<file path="config.mk">
export PLATFORM = sky130hd
export DESIGN_NAME = unsigned_mul_8x8_ha_array_accum
export DESIGN_NICKNAME = d
export VERILOG_FILES = /design/src/rtl/unsigned_mul_8x8_ha_array_accum.sv
export SDC_FILE = /design/constraint.sdc
export NUM_CORES = 1
export LEC_CHECK = 0
export ABC_AREA = 1
export BUFFER_PORTS_ARGS = -buffer_cell sky130_fd_sc_hd__buf_2
export CAP_MARGIN = 10
export CORE_MARGIN = 1
export CORE_UTILIZATION = 25
export CTS_CLUSTER_SIZE = 14
export DETAILED_ROUTE_END_ITERATION = 7
export GPL_ROUTABILITY_DRIVEN = 0
export PLACE_DENSITY = 0.49
export SLEW_MARGIN = 20
export SYNTH_ARGS = -nofsm -noshare
export SYNTH_HDL_FRONTEND = slang
export SYNTH_SLANG_ARGS = --single-unit
</file>
<file path="constraint.sdc">
create_clock -name clk -period 3.7 [get_ports clk]
set_input_delay 0.185 -clock clk [delete_from_list [all_inputs] [get_ports clk]]
set_output_delay 0.185 -clock clk [all_outputs]
set_load 0.05 [all_outputs]
</file>
<file path="src/rtl/unsigned_mul_8x8_ha_array_accum.sv">
// ---------------------------------------------------------------------------
// unsigned_mul_8x8_ha_array_accum
//
// Final-reduction stage behind an 8x8 unsigned HA-array multiplier.
//
// The block captures four compressed partial-product rows in a single
// valid/ready handshake. It then adds them into an accumulator, one row per
// cycle. When all four rows are in, it presents the product on a valid/ready
// output.
//
// Ports
//   clk            clock, rising edge
//   rst_n          asynchronous active-low reset
//   in_valid       a row set is present on ha_array_* inputs
//   in_ready       block accepts a row set this cycle
//   ha_array_k_t   row k top word, bit i has weight 2^(2k+i)      (k=0..3)
//   ha_array_k_b   row k bottom word, bit i has weight 2^(2k+i+2) (k=0..3)
//   out_valid      product valid; held until out_ready
//   out_ready      downstream accepts the product
//   product        sum of all rows (wrapped or clamped to P_W bits)
//   overflow       some row add exceeded P_W bits during this operation
//
// Parameters
//   P_W       product width (17 holds the largest possible row sum exactly)
//   SATURATE  1: clamp to all-ones on overflow, 0: wrap modulo 2^P_W
// ---------------------------------------------------------------------------
module unsigned_mul_8x8_ha_array_accum #(
    parameter int P_W      = 17,
    parameter bit SATURATE = 1'b0
) (
    input  logic           clk,
    input  logic           rst_n,
    input  logic           in_valid,
    output logic           in_ready,
    input  logic [8:0]     ha_array_0_t,
    input  logic [6:0]     ha_array_0_b,
    input  logic [8:0]     ha_array_1_t,
    input  logic [6:0]     ha_array_1_b,
    input  logic [8:0]     ha_array_2_t,
    input  logic [6:0]     ha_array_2_b,
    input  logic [8:0]     ha_array_3_t,
    input  logic [6:0]     ha_array_3_b,
    output logic           out_valid,
    input  logic           out_ready,
    output logic [P_W-1:0] product,
    output logic           overflow
);

    // A shifted row is at most 10 + 6 = 16 bits wide; 17 leaves headroom.
    localparam int RW = 17;
    // Adder width: wide enough for both the full row value and a carry
    // out of P_W bits, so truncation can never hide an overflow.
    localparam int SW = ((P_W > RW) ? P_W : RW) + 1;

    typedef enum logic [1:0] {
        IDLE = 2'd0,
        ACC  = 2'd1,
        DONE = 2'd2
    } state_t;

    state_t              state_q, state_d;
    logic [1:0]          row_q, row_d;
    logic [P_W-1:0]      acc_q, acc_d;
    logic                ovf_q, ovf_d;
    logic [3:0][8:0]     t_q, t_d;
    logic [3:0][6:0]     b_q, b_d;

    logic [3:0][8:0]     t_in;
    logic [3:0][6:0]     b_in;
    logic [3:0][RW-1:0]  row_val;
    logic [SW-1:0]       sum_w;
    logic                carry;
    logic                capture;

    assign t_in = {ha_array_3_t, ha_array_2_t, ha_array_1_t, ha_array_0_t};
    assign b_in = {ha_array_3_b, ha_array_2_b, ha_array_1_b, ha_array_0_b};

    // Row k value: (t_k + 4*b_k) << 2k. The sum fits in 10 bits.
    generate
        for (genvar gi = 0; gi < 4; gi++) begin : g_row
            logic [9:0] base;
            assign base        = {1'b0, t_q[gi]} + {1'b0, b_q[gi], 2'b00};
            assign row_val[gi] = {7'd0, base} << (2 * gi);
        end
    endgenerate

    assign sum_w = SW'(acc_q) + SW'(row_val[row_q]);
    assign carry = |sum_w[SW-1:P_W];

    // The accept path from DONE is combinational on out_ready. This lets
    // a new row set enter in the same cycle the old product leaves.
    // in_ready is held low while reset is asserted.
    assign in_ready = rst_n && ((state_q == IDLE) || ((state_q == DONE) && out_ready));
    assign capture  = in_valid && in_ready;

    always_comb begin
        state_d = state_q;
        row_d   = row_q;
        acc_d   = acc_q;
        ovf_d   = ovf_q;
        t_d     = t_q;
        b_d     = b_q;

        if (capture) begin
            t_d     = t_in;
            b_d     = b_in;
            acc_d   = '0;
            ovf_d   = 1'b0;
            row_d   = 2'd0;
            state_d = ACC;
        end else begin
            case (state_q)
                ACC: begin
                    if (carry && SATURATE) begin
                        acc_d = {P_W{1'b1}};
                    end else begin
                        acc_d = sum_w[P_W-1:0];
                    end
                    ovf_d = ovf_q | carry;
                    if (row_q == 2'd3) begin
                        state_d = DONE;
                    end else begin
                        row_d = row_q + 2'd1;
                    end
                end
                DONE: begin
                    if (out_ready) begin
                        state_d = IDLE;
                    end
                end
                default: ;
            endcase
        end
    end

    always_ff @(posedge clk or negedge rst_n) begin
        if (!rst_n) begin
            state_q <= IDLE;
            row_q   <= 2'd0;
            acc_q   <= '0;
            ovf_q   <= 1'b0;
            t_q     <= '0;
            b_q     <= '0;
        end else begin
            state_q <= state_d;
            row_q   <= row_d;
            acc_q   <= acc_d;
            ovf_q   <= ovf_d;
            t_q     <= t_d;
            b_q     <= b_d;
        end
    end

    assign out_valid = (state_q == DONE);
    assign product   = acc_q;
    assign overflow  = ovf_q;

endmodule

</file>
==> results_dict.tcl, run 1 <==
set metrics [dict create \
    outcome "complete, but fails checks" \
    violations "design-rule violations" \
    r2r-end "product[15]$_DFFE_PN0P_" \
    path_class "flop to flop" \
    grt_usage_pct 13.9 \
    worstPathArrival_ns 3.29 \
    ctsLongestPathBuffers 2 \
    die_y_um 152 \
    post-synth-top-count-cell "nand2_1" \
    synth_top_cell_area_share_pct 38.3 \
    start_util_pct 25.6 \
    utilization_pct 30.0 \
    post_cts_resize_count 0 \
    first_global_vias 5194 \
    diodes 0 \
    cts_root_buffer "clkbuf_16" \
    path_clk_slew_ns 0.07 \
    syn_inst 781 \
    maxSlewHeadroom_pct 50.0 \
    period_needed_ns 3.06 \
    first_pass_iters 6 \
    holdPathEnd "b_q[17]$_DFFE_PN0P_" \
    cp-start-kind "flop" \
    synth_top_family_by_area "simple AND/OR/NAND/NOR gates" \
    synth_compound_area_share_pct 8.17 \
    routedWlPerCell_um 13.1 \
    antenna_found_initial 0 \
    worstHoldStart "ha_array_2_b[3]" \
    syn_avg_cell_area_um2 7.19 \
    drtAntennaViolNets 0 \
    grt_max_degree 68 \
    synthXorXnorAreaFrac_pct 1.40 \
    syn_area_um2 5620 \
    worstMarginPinSlew_ns 0.750 \
    p_per_area_nw_per_um2 1090 \
    grt_pass1_wl_um 25600 \
    min_path_type "input pin to flop" \
    synth-edff-count 0 \
    fmax_mhz 327 \
    h-tree-depth 3 \
    reg2regPathDepth 17 \
    ys_warn_count 0 \
    fillCellCount 2431 \
    grt_setup_unrepaired "no" \
    die_x_um 152 \
    grt_overflow 0 \
    hold_slack_ns 0.0287 \
    wirelength_um 15000 \
    ys.flop_type "dfrtp_1" \
    finalMaxSlewViolations 0 \
    whs_path_depth 3 \
    yosysTopAreaCell "dfrtp_1" \
    hpwl_um 11600 \
    cp_data_required_time_ns 3.94 \
    post-route-drc-count 6 \
    rows 54 \
    viasPerCell 4.38 \
    min_period_over_period_pct 82.7 \
    skew_ns 0.00765 \
    layout.nets 985 \
    power.leakage_nw 3.74 \
    syn_to_final_growth_pct 17.4 \
    synth-simple-area-share_pct 33.0 \
    synthAdderAreaFrac_pct 12.0 \
    first_iter_violations 266 \
    ir_worst_vdd_v 0.000405 \
    synth_area_leaders "dfrtp_1 38%, nand2_1 24%, ha_1 10%" \
    die_area_um2 23100 \
    reg2reg_from "t_q[20]$_DFFE_PN0P_" \
    ys_types 37 \
    setup_viol 0 \
    coreArea_um2 22000 \
    cts_tree "done" \
    synthMuxAreaShare_pct 0 \
    maxCapViolCount 0 \
    finalSetupTns_ns 0 \
    crit_fanout 5 \
    postSynth.asyncResetShare_pct 100 \
    ys_seq_elements 86 \
    synth_commonest_cells "358 x nand2_1, 86 x dfrtp_1, 65 x inv_1" \
    post-cts-setup-buffers 0 \
    ios 88 \
    hold_viol_final 0 \
    endpoint_kind "flop" \
    clk_latency_ns 0.35 \
    layout-drive-gt1-share_pct 13.8 \
    num_vias 5040 \
    ys_seq_area_share_pct 38.3 \
    finalPower_mw 7.17 \
    syn-num-nets 900 \
    cts_num_sinks 86 \
    cts_buffers 9 \
    r2r_slack_ns 0.64 \
    port_buffers 87 \
]
[registers in the layout, summed over array words and instances (netlist names)]
signal	count
t_q	36
b_q	28
product	17
row_q	2
state_q	2
overflow	1
[kinds of logic after synthesis]
group	count (synthesis)
compound gates	85
buf+inv	89
simple gates	461
xor+xnor	9
flops	86
fa+ha+maj	51
[power breakdown]
part / switching (mW) / internal [mW]
Sequential: 0.339 / 1.39
Clock: 0.414 / 0.456
Combinational: 2.98 / 1.59
[cell type report]
type | count | area [µm²] | area share (%)
clock inverters | 7 | 50.0 | 0.759
repair buffers | 94 | 493 | 7.47
well taps | 280 | 350 | 5.31
multi-input cells | 606 | 3070 | 46.5
inverters | 69 | 259 | 3.93
flip-flops and latches | 86 | 2150 | 32.6
clock buffers | 9 | 225 | 3.41
[metal layers]
metal,up-vias,part of all wire (%),track usage [%]
met5,-,0,0
met4,0,1.8,5.59
met3,19,4.0,2.37
met2,95,43,22.2
met1,2277,51,18.8
li1,2649,-,-
[worst max-delay path by stage]
stage                         from                 endpoint  slack, ns
6_report       t_q[20]$_DFFE_PN0P_  product[15]$_DFFE_PN0P_       0.64
4_1_cts        t_q[20]$_DFFE_PN0P_  product[15]$_DFFE_PN0P_       0.67
5_1_grt        t_q[20]$_DFFE_PN0P_  product[15]$_DFFE_PN0P_       0.34
3_3_place_gp   t_q[29]$_DFFE_PN0P_  product[15]$_DFFE_PN0P_       0.74
3_5_place_dp   t_q[20]$_DFFE_PN0P_  product[15]$_DFFE_PN0P_       0.70
2_1_floorplan  t_q[20]$_DFFE_PN0P_  product[13]$_DFFE_PN0P_       1.03
[what timing repair did]
| action | CTS | global route |
|---|---|---|
| hold buffers | 1 | 0 |
| setup endpoints to repair | 0 | 0 |
| hold endpoints to repair | 31 | 0 |
[worst max-delay path: stages, from the launching register on]
cell      delay, ns
dfrtp_1        0.39
ha_1           0.23
fa_1           0.43
nand3_1        0.09
nand2_1        0.07
nand2_1        0.07
nand2_1        0.04
o21ai_0        0.12
a21boi_0       0.34
ha_1           0.36
nand2_1        0.10
inv_1          0.05
a21oi_1        0.21
nor2_1         0.07
nor2_1         0.14
nand3b_1       0.09
nand3_1        0.08
nand2_1        0.06
[placed cells by master, fill, tap and decap left out, types with 3 or more instances in the layout]
cell type | synthesis | final
nand2_1 | 358 | 358
dfrtp_1 | 86 | 86
buf_2 | 11 | 86
inv_1 | 65 | 65
ha_1 | 46 | 46
a21oi_1 | 45 | 45
nor2_1 | 44 | 44
nand3_1 | 34 | 34
o21ai_0 | 27 | 27
clkbuf_16 | 0 | 9
nand3b_1 | 7 | 7
buf_4 | 0 | 7
xnor2_1 | 6 | 6
nand4_1 | 5 | 5
fa_1 | 5 | 5
inv_2 | 3 | 3
nand2_2 | 3 | 3
xor2_1 | 3 | 3
clkinvlp_4 | 0 | 3
[stage by stage]
step,area [µm²],setup WS (ns),std cells
final,6600,0.642,1151
after floorplan,5620,1.03,781
after global placement,6310,0.737,1134
after CTS,6600,0.672,1151
after detailed placement,6310,0.697,1134
after global routing,6600,0.339,1151
(Power assumes the default switching activity.)
==> run 2: changes to the inputs <==
--- a/config.mk
+++ b/config.mk
@@ -5,7 +5,7 @@
 export SDC_FILE = /design/constraint.sdc
 export NUM_CORES = 1
 export LEC_CHECK = 0
-export ABC_AREA = 1
+export ABC_AREA = 0
 export BUFFER_PORTS_ARGS = -buffer_cell sky130_fd_sc_hd__buf_2
 export CAP_MARGIN = 10
 export CORE_MARGIN = 1
@@ -13,7 +13,7 @@
 export CTS_CLUSTER_SIZE = 14
 export DETAILED_ROUTE_END_ITERATION = 7
 export GPL_ROUTABILITY_DRIVEN = 0
-export PLACE_DENSITY = 0.49
+export PLACE_DENSITY = 0.5
 export SLEW_MARGIN = 20
 export SYNTH_ARGS = -nofsm -noshare
 export SYNTH_HDL_FRONTEND = slang
==> constraint.sdc (replaced) <==
create_clock -name clk -period 2.55 [get_ports clk]
set_input_delay 0.1275 -clock clk [delete_from_list [all_inputs] [get_ports clk]]
set_output_delay 0.1275 -clock clk [all_outputs]
set_load 0.05 [all_outputs]
==> run 2 against run 1 <==
The run ends with negative setup slack left. Synthesized cell count fell by 19%. Die area down 4.8%. Wire length up 1.3%. Final cell count shrank 1.2%. Global-route usage up 0.73 points. Clock skew grew 0.0038 ns.
==> results_dict.tcl, run 2 <==
set metrics [dict create \
    grt_usage_pct 14.7 \
    grt_overflow 0 \
    cp_slowest_cell "mux4_2" \
    final_common_cell "nand2_1" \
    ys_seq_elements 86 \
    yosysTopAreaCell "dfrtp_1" \
    postPlaceCellArea_um2 6760 \
    die_x_um 148 \
    syn_to_final_growth_pct 49.6 \
    syn-num-nets 754 \
    first_iter_violations 201 \
    h-tree-depth 3 \
    maxCapViolCount 0 \
    grt_max_degree 68 \
    grt_pass1_wl_um 25000 \
    ys_types 50 \
    viasPerCell 4.43 \
    hpwl_um 11300 \
    cp_data_required_time_ns 2.80 \
    skew_ns 0.0115 \
    setup_viol 14 \
    syn_inst 635 \
    critical-path-max-stage-delay_ns 0.49 \
    cp-start-kind "flop" \
    postSynth.asyncResetShare_pct 100 \
    ys.flop_type "dfrtp_1" \
    fin_cells 1137 \
    port_buffers 87 \
    ios 88 \
    largest_reg_flops 36 \
    wirelength_um 15200 \
    layout-drive-gt1-share_pct 28.4 \
    start_util_pct 25.5 \
    post-synth-top-count-cell "nand2_1" \
    grt_setup_unrepaired "yes" \
    routedWlPerCell_um 13.4 \
    synth_commonest_cells "216 x nand2_1, 86 x dfrtp_1, 46 x ha_1" \
    setup_ws_ns -0.839 \
    hold_viol_final 0 \
    ys_warn_count 0 \
    first_pass_iters 4 \
    endpoint_kind "flop" \
    die_y_um 148 \
    drtAntennaViolNets 0 \
    antenna_found_initial 0 \
    fin_area_um2 7990 \
    num_vias 5037 \
    min_path_type "input pin to flop" \
    maxSlewHeadroom_pct 48.0 \
    violations "negative setup slack" \
    syn_avg_cell_area_um2 8.41 \
    cts_num_sinks 86 \
    layout.nets 976 \
    period_needed_ns 3.39 \
    crit_chain "ha_1, a21o_1, a21oi_2, o21ai_1, o21a_1, xor2_1, mux4_2, ha_4, a21o_1, or4_1, o21a_1, a21oi_2, xnor2_1, a22o_1" \
    first_global_vias 4945 \
    diodes 0 \
    cts_tree "done" \
    coreArea_um2 21000 \
    worstMarginPinSlew_ns 0.779 \
    synth-edff-count 0 \
    ys_seq_area_share_pct 40.3 \
    synth_area_leaders "dfrtp_1 40%, nand2_1 15%, ha_1 11%" \
    min_period_over_period_pct 133 \
    crit_fanout 4 \
    ctsLongestPathBuffers 2 \
    post-route-drc-count 0 \
    die_area_um2 22000 \
    regMostFlops "t_q" \
    clk_latency_ns 0.35 \
    syn_area_um2 5340 \
    hold_slack_ns 0.0165 \
    path_class "flop to flop" \
    synth_top_cell_area_share_pct 40.3 \
    utilization_pct 38.1 \
    cts_buffers 9 \
    dp.cells 1052 \
    finalMaxSlewViolations 0 \
    rows 53 \
    cts_root_buffer "clkbuf_16" \
    path_clk_slew_ns 0.07 \
    layout_common_cells "215 x nand2_1, 86 x dfrtp_1, 86 x buf_2" \
    outcome "complete, but fails checks" \
    worstPathArrival_ns 3.64 \
    fmax_mhz 295 \
]
-- run 2: cell count changes after synthesis, sizes merged, moves of 8 or more --
cell / delta
nor2: -14
xor2: +8
a21o: +16
o21a: +9
nand2: -145
nand3: -22
inv: -54
buf: -16
a21oi: -10
clkbuf: +21
nor2b: +9
-- run 2: cell type report --
| cell class | count | area (µm²) |
|---|---|---|
| Clock inverter | 6 | 133 |
| Multi-Input combinational cell | 510 | 3320 |
| Tap cell | 275 | 344 |
| Fill cell | 2196 | 13000 |
| Inverter | 14 | 52.6 |
| Sequential cell | 86 | 2150 |
| Timing Repair Buffer | 236 | 1750 |
| Clock buffer | 10 | 239 |
-- run 2: cells by family (layout without fill, tap and decap cells) --
kind of cell / Yosys count / in the layout / share of synthesized area (%)
adder cells (fa/ha/maj): 51 / 51 / 12.6
AO/OA/AOI/OAI: 128 / 128 / 15.2
XOR/XNOR: 24 / 24 / 3.93
flip-flops: 86 / 86 / 40.3
AND/OR/NAND/NOR: 299 / 299 / 23.2
buffers and inverters: 39 / 266 / 2.79
multiplexers: 8 / 8 / 1.99
-- run 2: worst max-delay path: cells and delay by family (launching register included) --
| family | cells | cell delay [ns] |
|---|---|---|
| mux | 1 | 0.49 |
| flops | 1 | 0.38 |
| fa+ha+maj | 2 | 0.52 |
| simple gates | 1 | 0.40 |
| xor+xnor | 2 | 0.21 |
| compound gates | 8 | 1.30 |
-- run 2: path summary, 6_finish.rpt --
path / startpoint / endpoint / slack [ns] / depth (start not counted)
worst max-delay path: t_q[3]$_DFFE_PN0P_ / product[10]$_DFFE_PN0P_ / -0.84 / 14
worst min-delay path: ha_array_1_b[1] / b_q[8]$_DFFE_PN0P_ / 0.02 / 3
min in group asynchronous: rst_n / product[1]$_DFFE_PN0P_ / 0.40 / 3
worst max register to register: t_q[3]$_DFFE_PN0P_ / product[10]$_DFFE_PN0P_ / -0.84 / 14
worst min register to register: t_q[0]$_DFFE_PN0P_ / t_q[0]$_DFFE_PN0P_ / 0.47 / 2
max in group asynchronous: rst_n / b_q[23]$_DFFE_PN0P_ / 1.48 / 3
-- run 2: repair_timing --
action,CTS,global route
hold buffers,59,0
setup endpoints to repair,14,14
pin swaps,21,8
resized for setup,35,10
hold endpoints to repair,86,0
setup buffers,10,3
-- run 2: stage by stage --
stage	TNS, ns	worst slack (ns)
floorplan	-5.24	-0.749
global placement	-7.84	-0.851
detailed placement	-8.34	-0.894
CTS	-7.62	-0.822
global route	-10.39	-0.986
finish	-8.20	-0.839
-- run 2: routing by layer --
metal	vias to the layer above	track usage, %	wire length [µm]
li1	2610	-	-
met1	2329	20.1	7570
met2	87	23.2	6790
met3	11	3.19	645
met4	0	4.07	217
met5	-	0	0
Power of run 2 is left out: the tool's default activity adds up to more than one toggle a clock period on the data nets, which glitch-free logic cannot reach.
==> run 3: changes to the inputs <==
--- a/config.mk
+++ b/config.mk
@@ -8,13 +8,13 @@
 export ABC_AREA = 0
 export BUFFER_PORTS_ARGS = -buffer_cell sky130_fd_sc_hd__buf_2
 export CAP_MARGIN = 10
+export CELL_PAD_IN_SITES_DETAIL_PLACEMENT = 1
+export CELL_PAD_IN_SITES_GLOBAL_PLACEMENT = 2
 export CORE_MARGIN = 1
 export CORE_UTILIZATION = 25
-export CTS_CLUSTER_SIZE = 14
 export DETAILED_ROUTE_END_ITERATION = 7
 export GPL_ROUTABILITY_DRIVEN = 0
-export PLACE_DENSITY = 0.5
-export SLEW_MARGIN = 20
+export PLACE_DENSITY = 0.72
 export SYNTH_ARGS = -nofsm -noshare
 export SYNTH_HDL_FRONTEND = slang
 export SYNTH_SLANG_ARGS = --single-unit
==> run 3 against run 2 <==
The flow still finishes with violations (negative setup slack). Non-clock buffer count rose by 4. Global-route usage rose by 1.8 points. Via count rose by 4.8%. Critical path depth rose by 1. Maximum frequency fell by 1.9%. Sequential share of layout area rose by 0.16 points. Critical path type unchanged. Critical endpoint unchanged. Largest cell class unchanged.
==> results_dict.tcl, run 3 (same netlist as run 2, synthesis figures left out) <==
set metrics [dict create \
    outcome "complete, but fails checks" \
    violations "negative setup slack" \
    grt_pass1_wl_um 28400 \
    finalMaxSlewViolations 0 \
    start_util_pct 25.5 \
    grt_max_degree 77 \
    use_met2_pct 28.2 \
    grt_setup_unrepaired "yes" \
    cts_num_sinks 86 \
    antenna_found_initial 0 \
    grt_usage_pct 16.5 \
    regMostFlops "t_q" \
    first_global_vias 5697 \
    cts_root_buffer "clkbuf_16" \
    worstPathArrival_ns 3.69 \
    worstMarginPinSlew_ns 0.767 \
    die_x_um 148 \
    rows 53 \
    layout_common_cells "214 x nand2_1, 92 x buf_4, 86 x dfrtp_1, 86 x buf_2, 57 x dlygate4sd3_1" \
    num_vias 5279 \
    min_path_type "input pin to flop" \
    wirelength_um 17300 \
    first_pass_iters 4 \
    top_usage_layer "met2" \
    use_met1_pct 20.9 \
    ctsLongestPathBuffers 2 \
    endpoint_kind "flop" \
    ios 88 \
    syn_to_final_growth_pct 48.7 \
    period_needed_ns 3.45 \
    finalSetupTns_ns -8.93 \
    coreArea_um2 21000 \
    first_iter_violations 214 \
    hold_viol_final 0 \
    port_buffers 87 \
    drtAntennaViolNets 0 \
    clk_latency_ns 0.35 \
    layout-drive-gt1-share_pct 28.9 \
    cts_tree "done" \
    diodes 0 \
    cts_buffers 9 \
    worstHoldStart "ha_array_1_t[3]" \
    layout.nets 980 \
    cp-start-kind "flop" \
    reg2reg_from "t_q[2]$_DFFE_PN0P_" \
    viasPerCell 4.63 \
    maxCapViolCount 0 \
    setup_viol 14 \
    hpwl_um 12900 \
    final_common_cell "nand2_1" \
    maxSlewHeadroom_pct 48.8 \
    cp_data_required_time_ns 2.79 \
    crit_fanout 3 \
    skew_ns 0.00757 \
    fmax_mhz 290 \
    dp_slack_ns -0.956 \
    largest_reg_flops 36 \
    h-tree-depth 3 \
    grtUsageMet3_pct 3.28 \
    die_area_um2 22000 \
    path_clk_slew_ns 0.06 \
    min_period_over_period_pct 135 \
    cp-startpoint "t_q[2]$_DFFE_PN0P_" \
    setup_ws_ns -0.903 \
    die_y_um 148 \
    post-route-drc-count 0 \
    path_class "flop to flop" \
    routedWlPerCell_um 15.2 \
    grt_overflow 0 \
]
## run 3: cell count changes in the layout (fill, tap and decap cells not counted), moves of 2 or more
cell and change:
a21oi_2 -3, ha_4 -2, buf_4 +8, bufinv_16 -2
dlygate4sd3_1 -2, buf_6 -2, a21oi_1 +3, ha_2 +2
## run 3: repair_timing
action	CTS	global route
pin swaps	16	19
endpoints found under the setup margin	14	14
hold buffers	57	0
gates resized for setup	30	12
endpoints found under the hold margin	92	0
gates cloned	0	0
setup buffers	7	4
## run 3: path summary, 6_finish.rpt
kind,to,slack (ns),depth (start not counted)
worst min register to register,b_q[11]$_DFFE_PN0P_,0.48,2
worst max-delay path,product[10]$_DFFE_PN0P_,-0.90,15
worst max register to register,product[10]$_DFFE_PN0P_,-0.90,15
min in group asynchronous,product[12]$_DFFE_PN0P_,0.43,3
max in group asynchronous,b_q[12]$_DFFE_PN0P_,1.06,4
worst min-delay path,t_q[12]$_DFFE_PN0P_,0.01,3
## run 3: per-stage QoR
stage | hold slack, ns | utilization (%) | cells | instance area, µm²
after CTS | 0.00206 | 37.7 | 1139 | 7900
after floorplan | -0.168 | - | 635 | 5460
after global routing | 0.0139 | 37.9 | 1140 | 7950
after detailed placement | 0.263 | 32.6 | 1062 | 6840
after global placement | 0.258 | 32.6 | 1062 | 6840
final | 0.0107 | 37.9 | 1140 | 7950
## run 3: layout make-up
| class | count | area (µm²) |
|---|---|---|
| fill | 2524 | 13000 |
| sequential | 86 | 2150 |
| tap | 275 | 344 |
| inverter | 14 | 52.6 |
| multi-input combinational | 510 | 3310 |
| timing repair buffer | 240 | 1770 |
| clock inverter | 4 | 70.1 |
| clock buffer | 11 | 253 |
## run 3: routing by layer
| metal | vias to the layer above | routed length (µm) |
|---|---|---|
| met5 | - | 0 |
| met4 | 0 | 295 |
| met3 | 26 | 606 |
| met2 | 95 | 8300 |
| met1 | 2555 | 8110 |
| li1 | 2603 | - |
## run 3: worst max-delay path, cell delays in order (launching register included)
cell and delay, ns:
dfrtp_1 0.37, ha_2 0.20, inv_2 0.04, fa_2 0.34
nor2b_2 0.13, o21a_1 0.14, o21a_1 0.18, nor2_1 0.07
mux4_2 0.49, ha_4 0.18, a21o_1 0.20, or4_1 0.39
o21a_1 0.22, a21oi_2 0.15, xnor2_1 0.08, a22o_1 0.17
Power of run 3 is left out for the same reason.
